File: src/rtl/sim_sram_arb.sv
// Round-robin arbiter and zero-fill sequencer in front of a single-port,
// 1-cycle-latency simulation SRAM.
module sim_sram_arb #(
   parameter int unsigned NumReq = 2,
   parameter int unsigned Width  = 32,
   parameter int unsigned Depth  = 8,
   localparam int unsigned AddrW = $clog2(Depth)
) (
   input  logic                      clk_i,
   input  logic                      rst_i,
   input  logic                      init_i,
   output logic                      init_done_o,
   input  logic [NumReq-1:0]         req_i,
   output logic [NumReq-1:0]         gnt_o,
   input  logic [NumReq-1:0]         we_i,
   input  logic [NumReq*AddrW-1:0]   addr_i,
   input  logic [NumReq*Width-1:0]   wdata_i,
   input  logic [NumReq*Width-1:0]   wmask_i,
   output logic [NumReq-1:0]         rvalid_o,
   output logic [Width-1:0]          rdata_o,
   output logic                      sram_req_o,
   output logic                      sram_we_o,
   output logic [AddrW-1:0]          sram_addr_o,
   output logic [Width-1:0]          sram_wdata_o,
   output logic [Width-1:0]          sram_wmask_o,
   input  logic [Width-1:0]          sram_rdata_i
);

   localparam int unsigned PtrW   = $clog2(NumReq);
   localparam int unsigned AddrW1 = AddrW + 1;
   localparam logic [AddrW-1:0] LastAddr  = AddrW'(Depth - 1);
   localparam logic [AddrW:0]   DepthExt  = AddrW1'(Depth);

   typedef enum logic [0:0] {
      ST_INIT = 1'b0,
      ST_RUN  = 1'b1
   } state_e;

   state_e            state_r;
   state_e            state_next_s;
   logic [AddrW-1:0]  cnt_r;
   logic              cnt_last_s;
   logic [PtrW-1:0]   ptr_r;
   logic [NumReq-1:0] gnt_s;
   logic [NumReq-1:0] rvalid_r;
   logic              win_found_s;
   logic [PtrW-1:0]   win_idx_s;
   int unsigned       idx_s;

   assign cnt_last_s = (cnt_r == LastAddr);

   // State register
   always_ff @(posedge clk_i) begin
      if (rst_i) state_r <= ST_INIT;
      else       state_r <= state_next_s;
   end

   // Next-state logic; init_i in either state (re)starts the sweep
   always_comb begin
      state_next_s = state_r;
      case (state_r)
         ST_INIT: begin
            if (init_i)          state_next_s = ST_INIT;
            else if (cnt_last_s) state_next_s = ST_RUN;
            else                 state_next_s = ST_INIT;
         end
         ST_RUN: begin
            if (init_i) state_next_s = ST_INIT;
            else        state_next_s = ST_RUN;
         end
         default: state_next_s = ST_INIT;
      endcase
   end

   // Sweep address counter, parked at zero outside an active sweep
   always_ff @(posedge clk_i) begin
      if (rst_i)                                            cnt_r <= '0;
      else if (state_r == ST_INIT && !init_i && !cnt_last_s) cnt_r <= cnt_r + AddrW'(1);
      else                                                  cnt_r <= '0;
   end

   // Round-robin search starting at the pointer
   always_comb begin
      win_found_s = 1'b0;
      win_idx_s   = '0;
      idx_s       = 0;
      for (int unsigned i = 0; i < NumReq; i++) begin
         idx_s = (32'(ptr_r) + i) % NumReq;
         if (!win_found_s && req_i[idx_s]) begin
            win_found_s = 1'b1;
            win_idx_s   = PtrW'(idx_s);
         end else begin
            win_idx_s   = win_idx_s;
         end
      end
   end

   // Grant and SRAM port mux; reset forces everything quiet
   always_comb begin
      gnt_s        = '0;
      sram_req_o   = 1'b0;
      sram_we_o    = 1'b0;
      sram_addr_o  = '0;
      sram_wdata_o = '0;
      sram_wmask_o = '0;
      if (rst_i) begin
         gnt_s = '0;
      end else if (state_r == ST_INIT) begin
         sram_req_o   = 1'b1;
         sram_we_o    = 1'b1;
         sram_addr_o  = cnt_r;
         sram_wmask_o = {Width{1'b1}};
      end else begin
         sram_req_o = |req_i;
         if (win_found_s) begin
            gnt_s[win_idx_s] = 1'b1;
            sram_we_o    = we_i[win_idx_s];
            sram_addr_o  = addr_i[win_idx_s*AddrW +: AddrW];
            sram_wdata_o = wdata_i[win_idx_s*Width +: Width];
            sram_wmask_o = wmask_i[win_idx_s*Width +: Width];
         end else begin
            sram_we_o = 1'b0;
         end
      end
   end

   // Pointer moves past the winner only when a grant is issued
   always_ff @(posedge clk_i) begin
      if (rst_i)                        ptr_r <= '0;
      else if (win_found_s && |gnt_s)   ptr_r <= PtrW'((32'(win_idx_s) + 1) % NumReq);
      else                              ptr_r <= ptr_r;
   end

   // Read-return flag, one cycle after a granted read
   always_ff @(posedge clk_i) begin
      if (rst_i) rvalid_r <= '0;
      else       rvalid_r <= gnt_s & ~we_i;
   end

   assign gnt_o       = gnt_s;
   assign rvalid_o    = rvalid_r;
   assign rdata_o     = sram_rdata_i;
   assign init_done_o = !rst_i && (state_r == ST_RUN);

   logic [AddrW:0] gnt_addr_ext_s;
   assign gnt_addr_ext_s = {1'b0, sram_addr_o};

   a_gnt_onehot0:    assert property (@(posedge clk_i) disable iff (rst_i) $onehot0(gnt_o));
   a_gnt_subset:     assert property (@(posedge clk_i) disable iff (rst_i) (gnt_o & ~req_i) == '0);
   a_rvalid_onehot0: assert property (@(posedge clk_i) disable iff (rst_i) $onehot0(rvalid_o));
   a_addr_range:     assert property (@(posedge clk_i) disable iff (rst_i)
                                      (|gnt_o) |-> (gnt_addr_ext_s < DepthExt));

endmodule

File: config.mk
export PLATFORM = sky130hd
export DESIGN_NAME = sim_sram_arb
export DESIGN_NICKNAME = d
export VERILOG_FILES = /design/src/rtl/sim_sram_arb.sv
export SDC_FILE = /design/constraint.sdc
export NUM_CORES = 1
export LEC_CHECK = 0
export BUFFER_PORTS_ARGS = -buffer_cell sky130_fd_sc_hd__buf_4
export CORE_AREA = 2 2 108 110
export DETAILED_ROUTE_END_ITERATION = 7
export DIE_AREA = 0 0 110 112
export SYNTH_ARGS = -nofsm -noshare
export SYNTH_HDL_FRONTEND = slang
export SYNTH_SLANG_ARGS = --single-unit
File: constraint.sdc
create_clock -name clk_i -period 1.9 [get_ports clk_i]
set_clock_uncertainty 0.2 [all_clocks]
set_input_delay 0.19 -clock clk_i [delete_from_list [all_inputs] [get_ports clk_i]]
set_output_delay 0.19 -clock clk_i [all_outputs]
set_load 0.02 [all_outputs]
# After elaboration in Yosys (flattened, before gate mapping)

Cells that the tools add are included.
W data, S select, Z words.

Shift operators: 3
Reductions and logical operators: 13
Muxes and demuxes: 33
$mul: 1
Order comparisons: 4
Bitwise gates (word level): 4
Equality and inequality tests: 1
Add/sub/neg operators: 3

Operator list:

| operator              | number |
|---|---|
| $mux W32              | 6 |
| $shiftx A64 B7 Y32    | 2 |
| $mux W1               | 19 |
| $mux W3               | 3 |
| $logic_and A1 B1 Y1   | 6 |
| $lt A1 B2 Y1 const B  | 3 |
| $mux W2               | 3 |
| $reduce_or A2 Y1      | 3 |
| $shiftx A6 B4 Y3      | 1 |
| $logic_not A1 Y1      | 4 |
| $add A3 B1 Y3 const B | 1 |
| $eq A3 B3 Y1 const B  | 1 |
| $mul A1 B2 Y3 const B | 1 |
| $add A1 B1 Y1 const B | 2 |
| $and A2 B2 Y2         | 1 |
| $not A1 Y1            | 2 |
| $not A2 Y2            | 1 |
| $pmux W1 S2           | 1 |
| $demux W1 S1          | 1 |
| $ge A1 B1 Y1 const B  | 1 |

Word-level logic and storage cells: 66
Bits in registers: 7
Bits of input ports: 173

# Logic depth before layout (Yosys ltp)

Gate-level depths: netlist of the first run.

Depth in word-level cells: 15
Depth in mapped cells: 6

# Least setup slack after synthesis of the first run

No wires, ideal clock.

Path type: register to output
From: register ptr_r
To: output port sram_addr_o[2]
Cell stages (with the launch flop): 5
Required time: 1510 ps
Slack: 57 ps
Arrival time: 1453 ps
Buffers on the path: 1
Cell sequence: dfxtp_1 nand2b_1 buf_4 a21o_1 a311oi_1

Cells in the longest elaborated chain, start to end: 11
Elaborated cells on any way between the ends: 16
Those cells by class: 1 x add/sub; 1 x mul; 1 x shift; 11 x mux; 2 x reduce/logical

RTL lines:

| element                                    | RTL line | text |
|---|---|---|
| from (decl)                                | 43       | `logic [PtrW-1:0] ptr_r;` |
| from (signal assigned)                     | 130      | `else if (win_found_s && \|gnt_s) ptr_r <= PtrW'((32'(win_idx_s) + 1) % NumReq);` |
| from (signal assigned)                     | 131      | `else ptr_r <= ptr_r;` |
| $mux W1 (implied by the code) (2 in a row) | 89       | `if (!win_found_s && req_i[idx_s]) begin` |
| $mux W1                                    | 89       |  |
| $logic_not A1 Y1                           | 89       |  |
| $logic_and A1 B1 Y1                        | 89       |  |
| $mux W1                                    | 89       |  |
| $mul A1 B2 Y3                              | 118      | `sram_addr_o = addr_i[win_idx_s*AddrW +: AddrW];` |
| $shiftx A6 B4 Y3                           | 118      |  |
| $mux W3 (*)                                | 115      | `if (win_found_s) begin` |
| $mux W3 (*)                                | 108      | `end else if (state_r == ST_INIT) begin` |
| $mux W3 (*)                                | 106      | `if (rst_i) begin` |
| to (decl)                                  | 23       | `output logic [AddrW-1:0] sram_addr_o,` |

Every way passes the cells marked *; elsewhere a longest branch is shown, timed or not. The select of a mux whose other input is x is not followed.

# Worst setup path after layout of the first run

From: register ptr_r
To: output port sram_wdata_o[28]

Cells in the longest elaborated chain, start to end: 10
Elaborated cells on any way between the ends: 15
Those cells by class: 1 x add/sub; 1 x shift; 11 x mux; 2 x reduce/logical

RTL lines:

| element                                    | RTL line | text |
|---|---|---|
| $mux W1 (implied by the code) (2 in a row) | 89       |  |
| $mux W1                                    | 89       |  |
| $logic_not A1 Y1                           | 89       |  |
| $logic_and A1 B1 Y1                        | 89       |  |
| $mux W1                                    | 89       |  |
| $shiftx A64 B7 Y32                         | 119      | `sram_wdata_o = wdata_i[win_idx_s*Width +: Width];` |
| $mux W32 (*)                               | 115      |  |
| $mux W32 (*)                               | 108      |  |
| $mux W32 (*)                               | 106      |  |
| to (decl)                                  | 24       | `output logic [Width-1:0] sram_wdata_o,` |

Marked as above.

==> impl_results.md, run 1 <==
* Nets@finish at 555
* Worst setup path start: ptr_r
* Sequential fraction of the synthesis area at 9.121%
* P_sw at 295.7 uW
* Die Ht at 112 um
* Area of the mapped netlist at 0.001536 mm2
* CP peak stage delay at 0.31 ns
* Hold Crit Class: input port to register
* Area contributors post-synth: a32oi_1 (19%), a22o_1 (18%), buf_4 (18%)
* Max clock buf depth at 2
* Synth warn at 0
* Critical Path RT at 1.51 ns
* Xor and xnor fraction of the mapped netlist area at 0%
* Core ar. at 0.01117 mm2
* Levels on crit path at 6
* GRT Residual Overflow at 0
* Most frequent cells in the layout: buf_4 (200), a32oi_1 (34), a21oi_1 (33)
* Vias in the first global route at 2327
* First-pass GRT wire length at 12.30 mm
* Fmax achieved at 0.5165 GHz
* Routability cong. at 0.7523
* Post-Syn Instances at 203
* Setup ws final at -0.03615 ns
* Die ar. at 0.01232 mm2
* Status: finished with violations
* Port-buffer cells at 214
* Post-synth ARST share at 0%
* Final period utilization at 101.9%
* CTS tree: yes
* RSZ-0062 raised after global routing: true
* H-tree Lvls at 1
* Number of I/O pins at 279
* Cell Chain, Critical Path: buf_6 -> a21boi_4 -> and2_4 -> clkbuf_16 -> a22o_1 -> buf_6
* 1st-iter DRT viols at 102
* Routed Antenna Nets at 0
* Core Util, Final at 29.94%
* Crit path top cell by count: buf_6
* Delay-heaviest family, CP: buffers and inverters
* Synth cell types at 28
* Initial antenna violation count at 1
* Failing checks: setup timing
* HP Start: req_i[1]
* R2R cell count at 6
* Drt wl/cell at 17.66 um
* Routed vias at 2446
* Max_cap viols at 0
* Power Total at 1017 uW
* Critical Path Fanout Max at 16
* Number of synthesized flops with an enable pin at 0
* Setup-failing EPs final at 24
* Crit path buf inv count at 3
* Fin. Hold Viols at 0
* Max-slew violation count at 0
* Sw Share at 29.06%
* Part of the power in combinational logic at 49.7%
* Clk root buf: clkbuf_16
* Register share of total power at 14.8%
* Place WS at 0.1281 ns
* Met1 Routed Length at 3.407 mm
* Main combinational cell family by area after synthesis: compound AO/OA/AOI/OAI gates
* Synth Area in Simple Gates at 10.26%
* Fillers at 1188
* Clk_lat worst skew at 0.23 ns
* Largest net degree at the start of global routing at 34
* Arr. time, crit path at 1.55 ns
* Capturing point of the worst reg2reg path: rvalid_o[0]
* DP HPWL at 7.510 mm
* Die width at 110 um
* Critical Path End Type: primary output
* DR WL met2 at 4.820 mm
* Reg2Reg Launch Point: ptr_r
* Slew headroom at 83.96%
* Static leakage at 0.001594 uW
* DRT Pass-1 Iters at 4
* Syn Nets at 378
* Via/cell ratio at 4.677
* Ys flop type: dfxtp_1
* Share of cells above drive strength 1 at 63.59%
* Synth Area per Inst at 7.569 um2
* TritonCTS Buffers at 3
* Std-Cell Rows at 39
* Synth Area in Compound Gates at 52.77%
* Crit Path Class: register to primary output
* Pwr/cell area at 304.1 mW/mm2
* Clock Pin Slew Worst Setup and Hold Paths at 0.04 ns
* Syn-to-layout area delta at 117.8%
* Synth area leader: a32oi_1
* Adder-Cell Fraction of Synth Area at 1.629%
* Worst-Margin Slew at 0.2406 ns
* Slowest cell on crit path: dfxtp_2
* Peak VDD IR at 0.0002172 V
* Top Metal Used: met4
* Post-synth top area share at 19.38%
* Routed length on met3 at 760 um
* GRT Overall Usage at 12.91%
* Commonest non-fill, non-tap cell in the layout: buf_4
* Synthesized flop and latch total at 7
* Post-synthesis mux area share at 0%
* Clock Sinks at 7
* Initial Utilization at 13.75%
* Drt drc at 0
* CP Launch Type: register
* Clock Power Share at 35.4%
* WL final at 9.234 mm
* Minimum clock period at 1.936 ns
* Worst setup endpoint: sram_wdata_o[28]
* Reg-to-reg slack, setup at 0.37 ns
* Internal power at 721.8 uW
## logic make-up after synthesis
group	after synthesis
compound gates	106
fa+ha+maj	2
buf+inv	62
flops	7
simple gates	26
## Yosys cell counts (all sizes together) (2+ instances only)
library cell  instances
nor2b                 4
a21oi                33
o221ai                2
buf                  52
a311oi                2
ha                    2
a211oi                2
clkbuf               10
a22o                 31
a32oi                34
nand3b                2
dfxtp                 7
and3                  3
and2                  2
nand4b                2
nor2                  7
## registers in the layout, summed over array words and instances (netlist names)
name	count
rvalid_o	2
ptr_r	1
state_r	1
cnt_r	3
## area by class of cell
class,count,area [um2],share of cell area (%)
antenna,1,2.502,0.07479
clock buffer,4,78.83,2.356
multi-input combinational,134,1010,30.18
sequential,7,141.4,4.226
tap,143,178.9,5.348
timing repair buffer,234,1934,57.82
## timing repair
action                                  in CTS  in global routing
pin swaps                                    0                  8
endpoints found under the setup margin      66                 67
cloned                                       0                  2
gates resized for setup                      4                 31
hold endpoints to repair                     3                  0
hold buffers                                 3                  0
setup buffers                                0                  2
## layer usage
layer	vias up	track usage, %
met5	-	0
met2	165	24.09
met3	24	1.698
met1	1125	14.11
met4	0	5.738
li1	1132	-
## how the worst min path moves through the flow
stage	cells after the start	slack, ns	endpoint
finish	2	0.11	ptr_r
global route	2	0.15	ptr_r
CTS	2	0.11	ptr_r
detailed placement	2	0.17	rvalid_o[0]
global placement	2	0.18	rvalid_o[0]
floorplan	1	0.06	rvalid_o[0]
## power by group through the flow
| stage | sequential [uW] | clock [uW] | combinational (uW) |
|---|---|---|---|
| after global placement | 153 | 0 | 488 |
| final | 151 | 360 | 506 |
| after CTS | 151 | 369 | 505 |
| after global routing | 151 | 382 | 544 |
| after floorplan | 153 | 0 | 267 |
| after detailed placement | 153 | 0 | 495 |
## metrics by stage
step	TNS [ns]	hold WS, ns	cell area, um2	instances
final	-0.4870	0.1096	3346	523
after global routing	-2.977	0.1465	3346	523
after CTS	-0.9089	0.1104	3164	518
after detailed placement	0	0.1728	3042	511
after global placement	0	0.1770	3042	511
after floorplan	0	0.06161	1536	203
Power figures use the tool's default switching activity.
==> inputs of run 2 (changes only) <==
- clock period: 1.9 -> 1.65 ns (I/O delays scaled with it)
==> run 2 against run 1 <==
Effect of this change:
- the flow still finishes with violations (setup timing)
- critical path depth did not move
- hold slack got worse by 0.017 ns
- register-to-register slack worse by 0.21 ns
- sequential power increased by 15%
- cell area rose by 12%
- non-clock buffer count grew 6
- via count increased by 1.3%
- combinational power is 34% higher
- global-route usage up 1.3 points
- count of clock-buffer cells in the layout fell by 1
- clock power is 16% higher
==> impl_results.md, run 2 (synthesis results as in run 1) <==
* Setup ws final at -0.2702 ns
* Internal power at 881.0 uW
* DRT Pass-1 Iters at 4
* H-tree Lvls at 1
* First-pass GRT wire length at 13.31 mm
* Ant diodes at 0
* Slew headroom at 78.26%
* Final period utilization at 116.4%
* Via/cell ratio at 4.695
* P_sw at 389.0 uW
* Hold Crit Class: input port to register
* Max_cap viols at 0
* Die width at 110 um
* DP HPWL at 7.611 mm
* Clk root buf: clkbuf_16
* Routability cong. at 0.7922
* Drt drc at 0
* Top reg by flops: cnt_r
* Clk_lat worst skew at 0.23 ns
* Worst-Margin Slew at 0.3261 ns
* Clock Power Share at 32.8%
* Fin. Hold Viols at 0
* Crit path top cell by count: buf_6
* Routed vias at 2479
* Seq. cell area at 142.6 um2
* Post-route cell area at 0.003742 mm2
* Largest net degree at the start of global routing at 45
* Port-buffer cells at 214
* Arr. time, crit path at 1.56 ns
* Pwr/cell area at 339.4 mW/mm2
* HP Start: req_i[0]
* Initial antenna violation count at 0
* Reg-to-reg slack, setup at 0.16 ns
* Std-Cell Rows at 39
* Crit Path Class: register to primary output
* Peak VDD IR at 0.0002491 V
* Nets@finish at 561
* Place WS at -0.1087 ns
* Final Non-Filler Cells at 528
* Fillers at 1151
* Drt wl/cell at 18.60 um
* Footprint of the multi-input gates at 0.001245 mm2
* Largest register FFs at 3
* Commonest non-fill, non-tap cell in the layout: buf_4
* CP Launch Type: register
* CTS tree: yes
* Reg2Reg Launch Point: ptr_r
* Die ar. at 0.01232 mm2
* WL final at 9.820 mm
* Fin Hold WS at 0.09252 ns
* Minimum clock period at 1.920 ns
* TritonCTS Buffers at 3
* Die Ht at 112 um
* Number of I/O pins at 279
* Max-slew violation count at 0
* Routed Antenna Nets at 0
* Syn-to-layout area delta at 143.6%
* Fmax achieved at 0.5208 GHz
* Crit path buf inv count at 3
* Post-DP Area at 0.003147 mm2
* RSZ-0062 raised after global routing: true
* Power Total at 1270 uW
* Clock Sinks at 7
* Post-Place Cells at 512
* Delay-heaviest family, CP: buffers and inverters
* Critical Path RT at 1.28 ns
* Register share of total power at 13.7%
* GRT Residual Overflow at 0
* Critical Path Fanout Max at 17
* Critical Path End Type: primary output
* Slowest cell on crit path: dfxtp_2
* GRT Overall Usage at 14.19%
* CP peak stage delay at 0.31 ns
* 1st-iter DRT viols at 153
* Most frequent cells in the layout: buf_4 (190), buf_6 (37), a22o_1 (29)
* Cell Chain, Critical Path: buf_6 -> a21boi_4 -> and2_4 -> buf_12 -> a22o_1 -> buf_6
* Status: finished with violations
* Clock Pin Slew Worst Setup and Hold Paths at 0.04 ns
* Sw Share at 30.63%
* Part of the power in combinational logic at 53.5%
* Vias in the first global route at 2436
* Static leakage at 0.001705 uW
* Failing checks: setup timing
* Initial Utilization at 13.75%
* Worst setup path start: ptr_r
* Core ar. at 0.01117 mm2
* Max clock buf depth at 2
* Setup-failing EPs final at 69
* Share of cells above drive strength 1 at 75.84%
-- run 2: cell count changes in the layout (fill, tap and decap cells not counted), moves of 3 or more --
cell | previous run | this run
buf_6 | 26 | 37
a32oi_2 | 0 | 16
a32oi_1 | 34 | 18
buf_4 | 200 | 190
a21oi_1 | 33 | 13
buf_16 | 0 | 3
a21oi_2 | 0 | 20
-- run 2: worst reg2reg max path, delay by kind of cell (launching register included) --
kind	cells	cell delay, ns
buf+inv	3	0.38
simple gates	2	0.33
compound gates	1	0.19
flops	1	0.31
-- run 2: power by group through the flow --
stage | Sequential, uW | Combinational (uW) | Clock [uW]
2_1_floorplan | 176 | 325 | 0
3_3_place_gp | 176 | 582 | 0
3_5_place_dp | 176 | 588 | 0
4_1_cts | 174 | 644 | 425
5_1_grt | 174 | 725 | 438
6_report | 174 | 679 | 417
-- run 2: routing by layer --
metal / share of wire [%] / track usage [%] / vias up / routed length (um)
li1: - / - / 1143 / -
met1: 37 / 16.20 / 1130 / 3617
met2: 51 / 25.97 / 168 / 5007
met3: 9.4 / 3.044 / 38 / 921
met4: 2.8 / 3.966 / 0 / 274
met5: 0 / 0 / - / 0
-- run 2: path summary, 6_finish.rpt --
path	to	cells after the start
max	sram_wdata_o[9]	6
min	ptr_r	3
max reg2reg	rvalid_o[0]	6
min reg2reg	cnt_r[0]	2
-- run 2: per-stage QoR --
step	setup TNS [ns]	utilization [%]
2_1_floorplan	-2.164	-
3_3_place_gp	-0.8795	28.16
3_5_place_dp	-2.496	28.16
4_1_cts	-15.29	31.60
5_1_grt	-20.19	33.49
6_report	-15.56	33.49
-- run 2: final cells by class --
cell class | count | area share [%]
Clock buffer | 3 | 2.006
Timing Repair Buffer | 240 | 56.00
Multi-Input combinational cell | 134 | 33.27
Tap cell | 143 | 4.781
Clock inverter | 1 | 0.1337
Sequential cell | 7 | 3.811
-- run 2: repair_timing --
item	in CTS	in global routing
setup endpoints to repair	70	70
gates resized for setup	42	33
gates cloned	3	1
hold buffers	3	0
pin swaps	8	29
buffers inserted	4	1
hold endpoints to repair	3	0
